## src/rtl/rd_readout_sequencer_pkg.sv

```systemverilog
`default_nettype none
// ============================================================================
//  Module      : rd_readout_sequencer_pkg
//  Description : Shared definitions for the RD readout sequencer: RD status
//                field shift macros, state encoding and RESULT codes.
//  Revision    : 1.0 - initial release
// ============================================================================

`ifndef RD_READOUT_SEQUENCER_DEFS_SVH
`define RD_READOUT_SEQUENCER_DEFS_SVH
// Bit position of buffer 0 for each 4-bit per-buffer field in RD_STATUS.
`define RD_BUF_FULL_SHIFT     0
`define RD_BUF_BUSY_SHIFT     4
`define RD_BUF_TIMEOUT_SHIFT  8
`define RD_PARITY0_SHIFT      12
`define RD_PARITY1_SHIFT      16
`endif

package rd_readout_sequencer_pkg;

   localparam int RD_BUF_FULL_SHIFT    = `RD_BUF_FULL_SHIFT;
   localparam int RD_BUF_BUSY_SHIFT    = `RD_BUF_BUSY_SHIFT;
   localparam int RD_BUF_TIMEOUT_SHIFT = `RD_BUF_TIMEOUT_SHIFT;
   localparam int RD_PARITY0_SHIFT     = `RD_PARITY0_SHIFT;
   localparam int RD_PARITY1_SHIFT     = `RD_PARITY1_SHIFT;

   // Sequencer state encoding
   localparam int                 STATE_W    = 3;
   localparam logic [STATE_W-1:0] ST_IDLE    = 3'd0;
   localparam logic [STATE_W-1:0] ST_CHECK   = 3'd1;
   localparam logic [STATE_W-1:0] ST_WAIT    = 3'd2;
   localparam logic [STATE_W-1:0] ST_XFR     = 3'd3;
   localparam logic [STATE_W-1:0] ST_CLR_RD  = 3'd4;
   localparam logic [STATE_W-1:0] ST_CLR_WCD = 3'd5;
   localparam logic [STATE_W-1:0] ST_DONE    = 3'd6;

   // RESULT[1:0] codes
   localparam logic [1:0] RES_NONE       = 2'd0;
   localparam logic [1:0] RES_XFR        = 2'd1;
   localparam logic [1:0] RES_NOT_READY  = 2'd2;
   localparam logic [1:0] RES_RD_TIMEOUT = 2'd3;

   // Pick the bit of one per-buffer status field for the given buffer.
   function automatic logic status_bit(input logic [31:0] status,
                                       input int          shift,
                                       input logic [1:0]  buf_num);
      logic [4:0] idx;
      idx = 5'(shift) + {3'b000, buf_num};
      return status[idx];
   endfunction

endpackage

`default_nettype wire

```

## src/rtl/rd_ctrl_write_pulse.sv

```systemverilog
`default_nettype none
// ============================================================================
//  Module      : rd_ctrl_write_pulse
//  Description : Drives the RD control register write: buffer number set up
//                one cycle ahead, strobe high WRT_PULSE_LEN cycles, number
//                held two cycles after the strobe falls, then done.
//  Revision    : 1.0 - initial release
// ============================================================================

module rd_ctrl_write_pulse #(
   parameter int WRT_PULSE_LEN = 4   // must be >= 3 for the receiver's 2-flop sync
) (
   input  logic       clk,
   input  logic       rst,
   input  logic       go,
   input  logic [1:0] buf_num,
   output logic [1:0] rd_control,
   output logic       rd_control_written,
   output logic       done
);

   // step 1: setup, steps 2..LEN+1: strobe, steps LEN+2..LEN+3: hold
   localparam int LAST_STEP = WRT_PULSE_LEN + 3;
   localparam int STEP_W    = $clog2(LAST_STEP + 1);

   logic              active;
   logic [STEP_W-1:0] step;
   logic [STEP_W-1:0] step_nxt;

   assign step_nxt = step + 1'b1;

   // Step through setup / strobe / hold; strobe is registered so it is glitch-free
   always_ff @(posedge clk or posedge rst) begin
      if (rst) begin
         active             <= 1'b0;
         step               <= '0;
         rd_control         <= 2'b00;
         rd_control_written <= 1'b0;
      end else if (go) begin
         active             <= 1'b1;
         step               <= STEP_W'(1);
         rd_control         <= buf_num;
         rd_control_written <= 1'b0;
      end else if (active) begin
         if (step == STEP_W'(LAST_STEP)) begin
            active             <= 1'b0;
            step               <= '0;
            rd_control         <= 2'b00;
            rd_control_written <= 1'b0;
         end else begin
            step               <= step_nxt;
            rd_control_written <= (step_nxt >= STEP_W'(2)) &&
                                  (step_nxt <= STEP_W'(WRT_PULSE_LEN + 1));
         end
      end
   end

   assign done = active && (step == STEP_W'(LAST_STEP));

endmodule

`default_nettype wire

```

## src/rtl/rd_readout_sequencer.sv

```systemverilog
`default_nettype none
// ============================================================================
//  Module      : rd_readout_sequencer
//  Description : CLK120-domain sequencer for processor readout of one RD
//                buffer: status check, bounded busy wait, DMA request,
//                RD full-flag clear write and WCD full-flag clear pulse.
//                Optional macro RD_SEQ_STATS_EN adds the STATS counter port.
//  Revision    : 1.0 - initial release
// ============================================================================

module rd_readout_sequencer
   import rd_readout_sequencer_pkg::*;
#(
   parameter int BUSY_WAIT_MAX = 1200,
   parameter int WRT_PULSE_LEN = 4,
   parameter int XFR_TIMEOUT   = 65535
) (
   input  logic        CLK120,
   input  logic        RST,
   input  logic        START,
   input  logic [1:0]  START_BUF,
   input  logic [31:0] RD_STATUS,
   output logic [1:0]  RD_CONTROL,
   output logic        RD_CONTROL_WRITTEN,
   output logic        XFR_REQ,
   output logic [1:0]  XFR_BUF,
   input  logic        XFR_DONE,
   output logic        WCD_CLEAR,
   output logic [1:0]  WCD_CLEAR_BUF,
   output logic        BUSY,
   output logic        DONE,
   output logic [2:0]  RESULT,
   output logic [1:0]  PARITY_ERR
`ifdef RD_SEQ_STATS_EN
   ,
   output logic [31:0] STATS
`endif
);

   localparam int WAIT_W = $clog2(BUSY_WAIT_MAX + 2);
   localparam int XFR_W  = $clog2(XFR_TIMEOUT + 1);

   logic [STATE_W-1:0] state;
   logic [STATE_W-1:0] state_nxt;
   logic [1:0]         buf_q;
   logic [WAIT_W-1:0]  wait_cnt;
   logic [XFR_W-1:0]   xfr_cnt;

   logic               start_accept;
   logic               res_load;
   logic [2:0]         res_code;
   logic               clr_go;
   logic               wr_done;

   // Status fields of the latched buffer only
   logic full_b, busy_b, tmo_b, par0_b, par1_b;
   logic wait_expired, xfr_expired;

   assign full_b = status_bit(RD_STATUS, RD_BUF_FULL_SHIFT,    buf_q);
   assign busy_b = status_bit(RD_STATUS, RD_BUF_BUSY_SHIFT,    buf_q);
   assign tmo_b  = status_bit(RD_STATUS, RD_BUF_TIMEOUT_SHIFT, buf_q);
   assign par0_b = status_bit(RD_STATUS, RD_PARITY0_SHIFT,     buf_q);
   assign par1_b = status_bit(RD_STATUS, RD_PARITY1_SHIFT,     buf_q);

   assign wait_expired = (wait_cnt >= WAIT_W'(BUSY_WAIT_MAX));
   assign xfr_expired  = (xfr_cnt == XFR_W'(XFR_TIMEOUT - 1));

   // State register
   always_ff @(posedge CLK120 or posedge RST) begin
      if (RST) state <= ST_IDLE;
      else     state <= state_nxt;
   end

   // Next-state logic plus the RESULT code and clear-write launch per transition
   always_comb begin
      state_nxt    = state;
      start_accept = 1'b0;
      res_load     = 1'b0;
      res_code     = 3'b000;
      clr_go       = 1'b0;
      case (state)
         ST_IDLE: begin
            if (START) begin
               start_accept = 1'b1;
               state_nxt    = ST_CHECK;
            end
         end
         ST_CHECK: begin
            if (tmo_b) begin
               res_load  = 1'b1;
               res_code  = {1'b0, RES_RD_TIMEOUT};
               clr_go    = 1'b1;
               state_nxt = ST_CLR_RD;
            end else if (full_b) begin
               state_nxt = ST_XFR;
            end else if (busy_b) begin
               state_nxt = ST_WAIT;
            end else begin
               res_load  = 1'b1;
               res_code  = {1'b0, RES_NOT_READY};
               state_nxt = ST_CLR_WCD;
            end
         end
         ST_WAIT: begin
            // full wins over timeout here: data that landed is still worth reading
            if (full_b) begin
               state_nxt = ST_XFR;
            end else if (tmo_b) begin
               res_load  = 1'b1;
               res_code  = {1'b0, RES_RD_TIMEOUT};
               clr_go    = 1'b1;
               state_nxt = ST_CLR_RD;
            end else if (wait_expired || !busy_b) begin
               res_load  = 1'b1;
               res_code  = {1'b0, RES_NOT_READY};
               state_nxt = ST_CLR_WCD;
            end
         end
         ST_XFR: begin
            if (XFR_DONE) begin
               res_load  = 1'b1;
               res_code  = {1'b0, RES_XFR};
               clr_go    = 1'b1;
               state_nxt = ST_CLR_RD;
            end else if (xfr_expired) begin
               res_load  = 1'b1;
               res_code  = {1'b1, RES_XFR};
               clr_go    = 1'b1;
               state_nxt = ST_CLR_RD;
            end
         end
         ST_CLR_RD: begin
            if (wr_done) state_nxt = ST_CLR_WCD;
         end
         ST_CLR_WCD: state_nxt = ST_DONE;
         ST_DONE:    state_nxt = ST_IDLE;
         default:    state_nxt = ST_IDLE;
      endcase
   end

   // Outputs decoded from the current state
   always_comb begin
      XFR_REQ       = (state == ST_XFR);
      XFR_BUF       = (state == ST_XFR)     ? buf_q : 2'b00;
      WCD_CLEAR     = (state == ST_CLR_WCD);
      WCD_CLEAR_BUF = (state == ST_CLR_WCD) ? buf_q : 2'b00;
      BUSY          = (state != ST_IDLE);
      DONE          = (state == ST_DONE);
   end

   // Buffer latch, wait/transfer counters, RESULT and parity capture
   always_ff @(posedge CLK120 or posedge RST) begin
      if (RST) begin
         buf_q      <= 2'b00;
         wait_cnt   <= '0;
         xfr_cnt    <= '0;
         RESULT     <= 3'b000;
         PARITY_ERR <= 2'b00;
      end else begin
         if (start_accept) begin
            buf_q      <= START_BUF;
            RESULT     <= 3'b000;
            PARITY_ERR <= 2'b00;
         end
         if (res_load) RESULT <= res_code;
         if (state_nxt == ST_WAIT)
            wait_cnt <= (state == ST_WAIT) ? wait_cnt + 1'b1 : WAIT_W'(1);
         if (state_nxt == ST_XFR) begin
            if (state == ST_XFR) begin
               xfr_cnt <= xfr_cnt + 1'b1;
            end else begin
               xfr_cnt    <= '0;
               PARITY_ERR <= {par1_b, par0_b};
            end
         end
      end
   end

   rd_ctrl_write_pulse #(
      .WRT_PULSE_LEN (WRT_PULSE_LEN)
   ) u_ctrl_write (
      .clk                (CLK120),
      .rst                (RST),
      .go                 (clr_go),
      .buf_num            (buf_q),
      .rd_control         (RD_CONTROL),
      .rd_control_written (RD_CONTROL_WRITTEN),
      .done               (wr_done)
   );

`ifdef RD_SEQ_STATS_EN
   logic [11:0] cnt_xfr;
   logic [9:0]  cnt_skip;
   logic [9:0]  cnt_tmo;

   // Saturating per-outcome counters, bumped once per sequence at its end
   always_ff @(posedge CLK120 or posedge RST) begin
      if (RST) begin
         cnt_xfr  <= '0;
         cnt_skip <= '0;
         cnt_tmo  <= '0;
      end else if (state == ST_DONE) begin
         case (RESULT[1:0])
            RES_XFR:        if (~&cnt_xfr)  cnt_xfr  <= cnt_xfr  + 1'b1;
            RES_NOT_READY:  if (~&cnt_skip) cnt_skip <= cnt_skip + 1'b1;
            RES_RD_TIMEOUT: if (~&cnt_tmo)  cnt_tmo  <= cnt_tmo  + 1'b1;
            default: ;
         endcase
      end
   end

   assign STATS = {cnt_xfr, cnt_skip, cnt_tmo};
`endif

endmodule

`default_nettype wire

```

## config.mk

```make
export PLATFORM = sky130hd
export DESIGN_NAME = rd_readout_sequencer
export DESIGN_NICKNAME = d
export VERILOG_FILES = /design/src/rtl/rd_readout_sequencer_pkg.sv /design/src/rtl/rd_ctrl_write_pulse.sv /design/src/rtl/rd_readout_sequencer.sv
export SDC_FILE = /design/constraint.sdc
export NUM_CORES = 1
export LEC_CHECK = 0
export ABC_CLOCK_PERIOD_IN_PS = 3200
export BUFFER_PORTS_ARGS = -buffer_cell sky130_fd_sc_hd__buf_2
export CAP_MARGIN = 20
export CORE_MARGIN = 5
export CORE_UTILIZATION = 55
export DETAILED_ROUTE_END_ITERATION = 12
export PLACE_DENSITY = 0.8
export SLEW_MARGIN = 10
export SYNTH_ARGS = -nofsm -noshare
export SYNTH_HDL_FRONTEND = slang
export SYNTH_SLANG_ARGS = --single-unit
export TNS_END_PERCENT = 100
```

## constraint.sdc

```tcl
create_clock -name CLK120 -period 3.2 [get_ports CLK120]
set_input_delay 0.64 -clock CLK120 [delete_from_list [all_inputs] [get_ports CLK120]]
set_output_delay 0.64 -clock CLK120 [all_outputs]
set_load 0.02 [all_outputs]
```

==> impl_metrics.py, run 1 <==
metrics = {
    "run_status": {
        "status": "complete, no violations",
    },
    "pwr": {
        "clkPwrFrac": 0.209,
        "p_switching_uw": 918.1,
        "p_per_area_nw_per_um2": 732.3,
        "internal_power_uw": 1337,
        "ir_drop_mv": 0.4992,
        "p_seq_frac": 0.371,
        "sw_frac_of_total": 0.4071,
        "pwr-share-comb": 0.419,
        "p_leak_uw": 0.001389,
    },
    "cts": {
        "clockBufferDepth": 2,
        "postCtsHoldBufs": 0,
        "path_clk_slew_ns": 0.09,
        "cts_max_level": 2,
        "cts_inserted_buffers": 5,
        "tritoncts": "yes",
        "cts_resized": 0,
        "clockRootBuffer": "clkbuf_8",
        "clk_latency_ns": 0.30,
        "cts.sinks": 44,
        "cts_setup_buffers": 0,
    },
    "sta": {
        "hold_violations": 0,
        "slew_violations": 0,
        "period_minus_slack_ns": 2.807,
        "setup_tns_ns": 0,
        "fmax_ghz": 0.3563,
        "rsz0062_at_grt": "no",
        "worst_slew_pin_slew_ns": 0.6286,
        "finClkSkew_ns": 0.005957,
        "slew-limit-headroom": 0.5803,
        "setup_viol": 0,
        "min_period_over_period": 0.8772,
    },
    "worst_setup_path": {
        "r2r-start": "xfr_cnt[6]$_DFFE_PP0N_",
        "required_ns": 3.36,
        "crit_fanout": 12,
        "cp-start-kind": "flip-flop",
        "cp.arrival_ns": 2.97,
        "slowest_stage": "or4_1",
        "crit_family": "simple AND/OR/NAND/NOR gates",
        "path_class": "reg2reg",
        "cp-end-kind": "flip-flop",
        "cpPeakStageDelay_ns": 0.59,
        "regToRegSetupSlack_ns": 0.39,
        "r2r_end": "wait_cnt[5]$_DFFE_PP0N_",
        "worstPathCellList": "nand4_1 -> or4_1 -> nand2_1 -> and3_1 -> inv_2 -> a2111oi_0 -> a211oi_1",
        "ff2ff_path_depth": 7,
        "crit_buf_inv": 1,
    },
    "logic_synthesis": {
        "synth_fp_nets": 349,
        "synth_top_cell_area_share": 0.4082,
        "syn_avg_cell_area_um2": 8.903,
        "yosysTopAreaCell": "dfrtp_1",
        "synth_ff_type": "dfrtp_1",
        "synth_edf_count": 0,
        "synth_commonest_cells": "dfrtp_1 (44), nand2_1 (42), nor2_1 (21)",
        "mappedNetlistArea_um2": 2698,
        "yosysMostFrequentCell": "dfrtp_1",
        "synthArstFlopShare": 1.000,
        "synth-seq-cells": 44,
        "ys_seq_area_frac": 0.4082,
        "yosysWarnings": 0,
        "syn_inst": 303,
        "netlist-cell-type-count": 59,
        "synth_area_leaders": "dfrtp_1 (41%), nand2_1 (5.8%), mux4_2 (4.2%)",
    },
    "worst_hold_path": {
        "hp-class": "in2async",
    },
    "die": {
        "core_region_area_um2": 4755,
        "die_area_um2": 6406,
        "die_x_um": 80.04,
        "die_h_um": 80.04,
        "ios": 54,
        "start_util": 0.5674,
        "core.rowCount": 25,
    },
    "route": {
        "wl_um": 6260,
        "met1Wirelength_um": 2755,
        "drtPass1Iterations": 4,
        "antenna_left": 0,
        "wl_met3_um": 345,
        "wl_per_cell_um": 15.23,
        "routed-wl-met2_um": 3143,
        "routed.top_layer": "met4",
        "vias": 2424,
        "drc_errors": 0,
        "via_per_inst": 5.898,
        "dr.first_iter.drc_count": 122,
    },
    "grt": {
        "grt_pass1_vias": 2485,
        "grt_max_degree": 31,
        "grt_remaining_overflow": 0,
        "grt_pass1_wl_um": 11030,
        "antenna_found_initial": 0,
        "grtUsageTotal": 0.2140,
    },
    "cells_and_area": {
        "areaGrowthSynthToFinish_pct": 14.15,
        "fin_area_um2": 3079,
        "layout-drive-gt1-share": 0.2035,
        "layout.nets": 389,
        "fill_cells": 413,
        "seq_area_um2": 1101,
        "multiInputGateArea_um2": 1443,
        "diodes": 0,
    },
    "place": {
        "io_buffers": 41,
        "dp_hpwl_um": 4676,
        "place_area_um2": 2953,
        "gp_congestion": 0.9260,
    },
    "job": {
        "drv_cap": 0,
    },
}
[worst register-to-register path: cells and delay by family, from the launching register on]
family	cells	cell delay (ns)
flip-flops	1	0.48
AND/OR/NAND/NOR	4	1.52
AO/OA/AOI/OAI	2	0.47
buffers and inverters	1	0.21
[cell families after synthesis]
kind of cell	synth area share
simple gates	0.2245
flops	0.4082
mux	0.05380
buf+inv	0.05704
compound gates	0.2194
fa+ha+maj	0.03711
[layout by cell type, fill, tap and decap left out, drive strengths merged, types with 3 or more instances in the layout]
cell     Yosys  final
and2         8      8
a31oi       14     14
o31ai       10     10
nand4        5      5
inv         20     20
nand2       42     42
nand2b       4      4
buf          7     47
clkbuf       7      7
nor3        11     11
a21oi       16     16
dfrtp       44     44
nand3       11     11
a2111oi      3      3
o32ai        5      5
and3         7      7
mux4         5      5
ha           8      8
o21ai       19     19
nor2        21     21
[metal layers]
metal | vias to the layer above | global-route usage
met4 | 0 | 0.06757
met1 | 1169 | 0.2710
met3 | 2 | 0.04740
li1 | 1189 | -
met2 | 64 | 0.3618
met5 | - | 0
[worst max-delay path by stage]
| stage | startpoint | to | slack [ns] | depth (start not counted) |
|---|---|---|---|---|
| finish | xfr_cnt[6]$_DFFE_PP0N_ | wait_cnt[5]$_DFFE_PP0N_ | 0.39 | 7 |
| global route | xfr_cnt[6]$_DFFE_PP0N_ | wait_cnt[5]$_DFFE_PP0N_ | 0.17 | 7 |
| CTS | xfr_cnt[6]$_DFFE_PP0N_ | wait_cnt[5]$_DFFE_PP0N_ | 0.41 | 7 |
| detailed placement | RD_STATUS[3] | wait_cnt[5]$_DFFE_PP0N_ | 0.29 | 8 |
| global placement | RD_STATUS[3] | wait_cnt[5]$_DFFE_PP0N_ | 0.40 | 8 |
| floorplan | RD_STATUS[3] | PARITY_ERR[0]$_DFF_PP0_ | 0.81 | 6 |
[state kept, by name, indices dropped and copies added, names as in the netlist]
| name | cells |
|---|---|
| PARITY_ERR | 2 |
| RESULT | 3 |
| buf_q | 2 |
| state | 3 |
| u_ctrl_write.active | 1 |
| u_ctrl_write.rd_control | 2 |
| u_ctrl_write.rd_control_written | 1 |
| u_ctrl_write.step | 3 |
| wait_cnt | 11 |
| xfr_cnt | 16 |
[area by class of cell]
class | count | share of cell area
clock buffer | 7 | 0.03129
clock inverter | 1 | 0.009752
inverter | 20 | 0.02438
multi-input combinational | 225 | 0.4685
sequential | 44 | 0.3576
tap | 67 | 0.02722
timing repair buffer | 47 | 0.08127
[per-stage QoR]
stage | setup WS, ns | hold WS [ns] | utilization | instances | power (µW)
5_1_grt | 0.1678 | 0.4742 | 0.6476 | 411 | 2434
3_3_place_gp | 0.3955 | 0.4600 | 0.6211 | 403 | 1764
2_1_floorplan | 0.8057 | 0.4487 | - | 303 | 1584
6_report | 0.3930 | 0.4145 | 0.6476 | 411 | 2255
4_1_cts | 0.4059 | 0.4865 | 0.6476 | 411 | 2275
3_5_place_dp | 0.2948 | 0.4651 | 0.6211 | 403 | 1795
[power by group through the flow]
stage	combinational (µW)	clock [µW]	sequential, µW
after CTS	951	487	837
final	946	472	837
after detailed placement	948	0	847
after global routing	1060	510	868
after floorplan	777	0	807
after global placement	921	0	843
Power figures use the tool's default switching activity.
==> run 2, diff against run 1 <==
--- a/config.mk
+++ b/config.mk
@@ -12,6 +12,7 @@
 export CORE_UTILIZATION = 55
 export DETAILED_ROUTE_END_ITERATION = 12
 export PLACE_DENSITY = 0.8
+export RECOVER_POWER = 25
 export SLEW_MARGIN = 10
 export SYNTH_ARGS = -nofsm -noshare
 export SYNTH_HDL_FRONTEND = slang
==> run 2 against run 1 <==
Effect of this change: clock skew did not move; sequential cell count did not move; routed wire length barely moved; count of clock-buffer cells in the layout did not move; worst setup slack did not move; sequential power barely moved; critical path type unchanged; critical endpoint unchanged; largest cell class unchanged.
==> impl_metrics.py, run 2 (same netlist as run 1, synthesis figures left out) <==
metrics = {
    "route": {
        "routed.top_layer": "met4",
        "wl_per_cell_um": 15.23,
        "vias": 2424,
        "met1Wirelength_um": 2755,
        "wl_um": 6259,
        "antenna_left": 0,
        "drtPass1Iterations": 4,
        "drc_errors": 0,
        "via_per_inst": 5.898,
        "dr.first_iter.drc_count": 122,
        "wl_met3_um": 345,
        "routed-wl-met2_um": 3143,
    },
    "job": {
        "drv_cap": 0,
    },
    "cells_and_area": {
        "final_common_cell": "dfrtp_1",
        "largest_register_ffs": 16,
        "largest_register": "xfr_cnt",
        "areaGrowthSynthToFinish_pct": 14.15,
        "fill_cells": 413,
        "stdcell_count": 411,
        "layout-drive-gt1-share": 0.2006,
        "reg_top3": "xfr_cnt x16, wait_cnt x11",
        "multiInputGateArea_um2": 1443,
        "layout_common_cells": "dfrtp_1 (44), nand2_1 (42), buf_2 (41)",
        "layout.nets": 389,
        "seq_area_um2": 1101,
        "diodes": 0,
    },
    "die": {
        "ios": 54,
        "core.rowCount": 25,
        "core_region_area_um2": 4755,
        "die_x_um": 80.04,
        "die_h_um": 80.04,
        "start_util": 0.5674,
        "die_area_um2": 6406,
    },
    "cts": {
        "tritoncts": "yes",
        "postCtsHoldBufs": 0,
        "cts_inserted_buffers": 5,
        "cts_resized": 0,
        "clockBufferDepth": 2,
        "clk_latency_ns": 0.30,
        "cts.sinks": 44,
        "path_clk_slew_ns": 0.09,
        "clockRootBuffer": "clkbuf_8",
        "cts_max_level": 2,
        "cts_setup_buffers": 0,
    },
    "grt": {
        "grt_pass1_vias": 2485,
        "grt_remaining_overflow": 0,
        "antenna_found_initial": 0,
        "grt_max_degree": 31,
        "grt_pass1_wl_um": 11030,
        "grtUsageTotal": 0.2140,
    },
    "sta": {
        "setup_viol": 0,
        "fmax_ghz": 0.3563,
        "hold_violations": 0,
        "rsz0062_at_grt": "no",
        "slew_violations": 0,
        "slew-limit-headroom": 0.2456,
        "finClkSkew_ns": 0.005957,
        "worst_slew_pin_slew_ns": 1.130,
        "worst_slack_ns": 0.3930,
        "timing.hold.ws_ns": 0.4814,
        "setup_tns_ns": 0,
        "min_period_over_period": 0.8772,
        "period_minus_slack_ns": 2.807,
    },
    "place": {
        "dp_cells": 403,
        "gp_congestion": 0.9260,
        "pre_cts_slack_ns": 0.2948,
        "dp_hpwl_um": 4676,
        "io_buffers": 41,
    },
    "worst_setup_path": {
        "cp-end-kind": "flip-flop",
        "crit_family": "simple AND/OR/NAND/NOR gates",
        "required_ns": 3.36,
        "cpPeakStageDelay_ns": 0.59,
        "worstPathCellList": "nand4_1 -> or4_1 -> nand2_1 -> and3_1 -> inv_2 -> a2111oi_0 -> a211oi_1",
        "cp.arrival_ns": 2.97,
        "slowest_stage": "or4_1",
        "crit_buf_inv": 1,
        "cp-start-kind": "flip-flop",
        "crit_fanout": 12,
        "path_class": "reg2reg",
    },
    "run_status": {
        "status": "complete, no violations",
    },
    "worst_hold_path": {
        "hp-class": "reg2reg",
    },
    "pwr": {
        "ir_drop_mv": 0.4992,
        "p_per_area_nw_per_um2": 732.3,
        "p_total_uw": 2255,
        "p_leak_uw": 0.001390,
    },
}
-- run 2: area by class of cell --
type,count,share of cell area
timing repair buffer,47,0.08127
clock inverter,1,0.009752
inverter,20,0.02438
sequential,44,0.3576
multi-input combinational,225,0.4685
clock buffer,7,0.03129
tap,67,0.02722
-- run 2: path summary, 6_finish.rpt --
path | start | end | slack, ns | cells after the start
min | RESULT[1]$_DFFE_PP0P_ | RESULT[1]$_DFFE_PP0P_ | 0.48 | 2
max reg2reg | xfr_cnt[6]$_DFFE_PP0N_ | wait_cnt[5]$_DFFE_PP0N_ | 0.39 | 7
max | xfr_cnt[6]$_DFFE_PP0N_ | wait_cnt[5]$_DFFE_PP0N_ | 0.39 | 7
min reg2reg | RESULT[1]$_DFFE_PP0P_ | RESULT[1]$_DFFE_PP0P_ | 0.48 | 2
max in group asynchronous | RST | state[1]$_DFF_PP0_ | 1.74 | 3
min in group asynchronous | RST | u_ctrl_write.step[2]$_DFFE_PP0P_ | 0.62 | 2
-- run 2: metal layers --
metal  up-vias  GRT usage
met5         -          0
met4         0    0.06757
met3         2    0.04740
met2        64     0.3618
met1      1169     0.2710
li1       1189          -
-- run 2: per-stage QoR --
step	utilization	instance area [µm²]
3_3_place_gp	0.6211	2953
2_1_floorplan	-	2698
3_5_place_dp	0.6211	2953
5_1_grt	0.6476	3079
4_1_cts	0.6476	3079
6_report	0.6476	3079
-- run 2: report_power, final --
group	switching, µW	internal (µW)	leakage [µW]
registers	159	678	0.000585
clock network	197	276	0.0000645
logic	563	383	0.000740
total	918	1340	0.00139
-- run 2: worst min-delay path, cell delays in order, from the launching register on --
cell and delay [ns]:
dfrtp_1 0.35, nand2_1 0.05, nand2_1 0.06
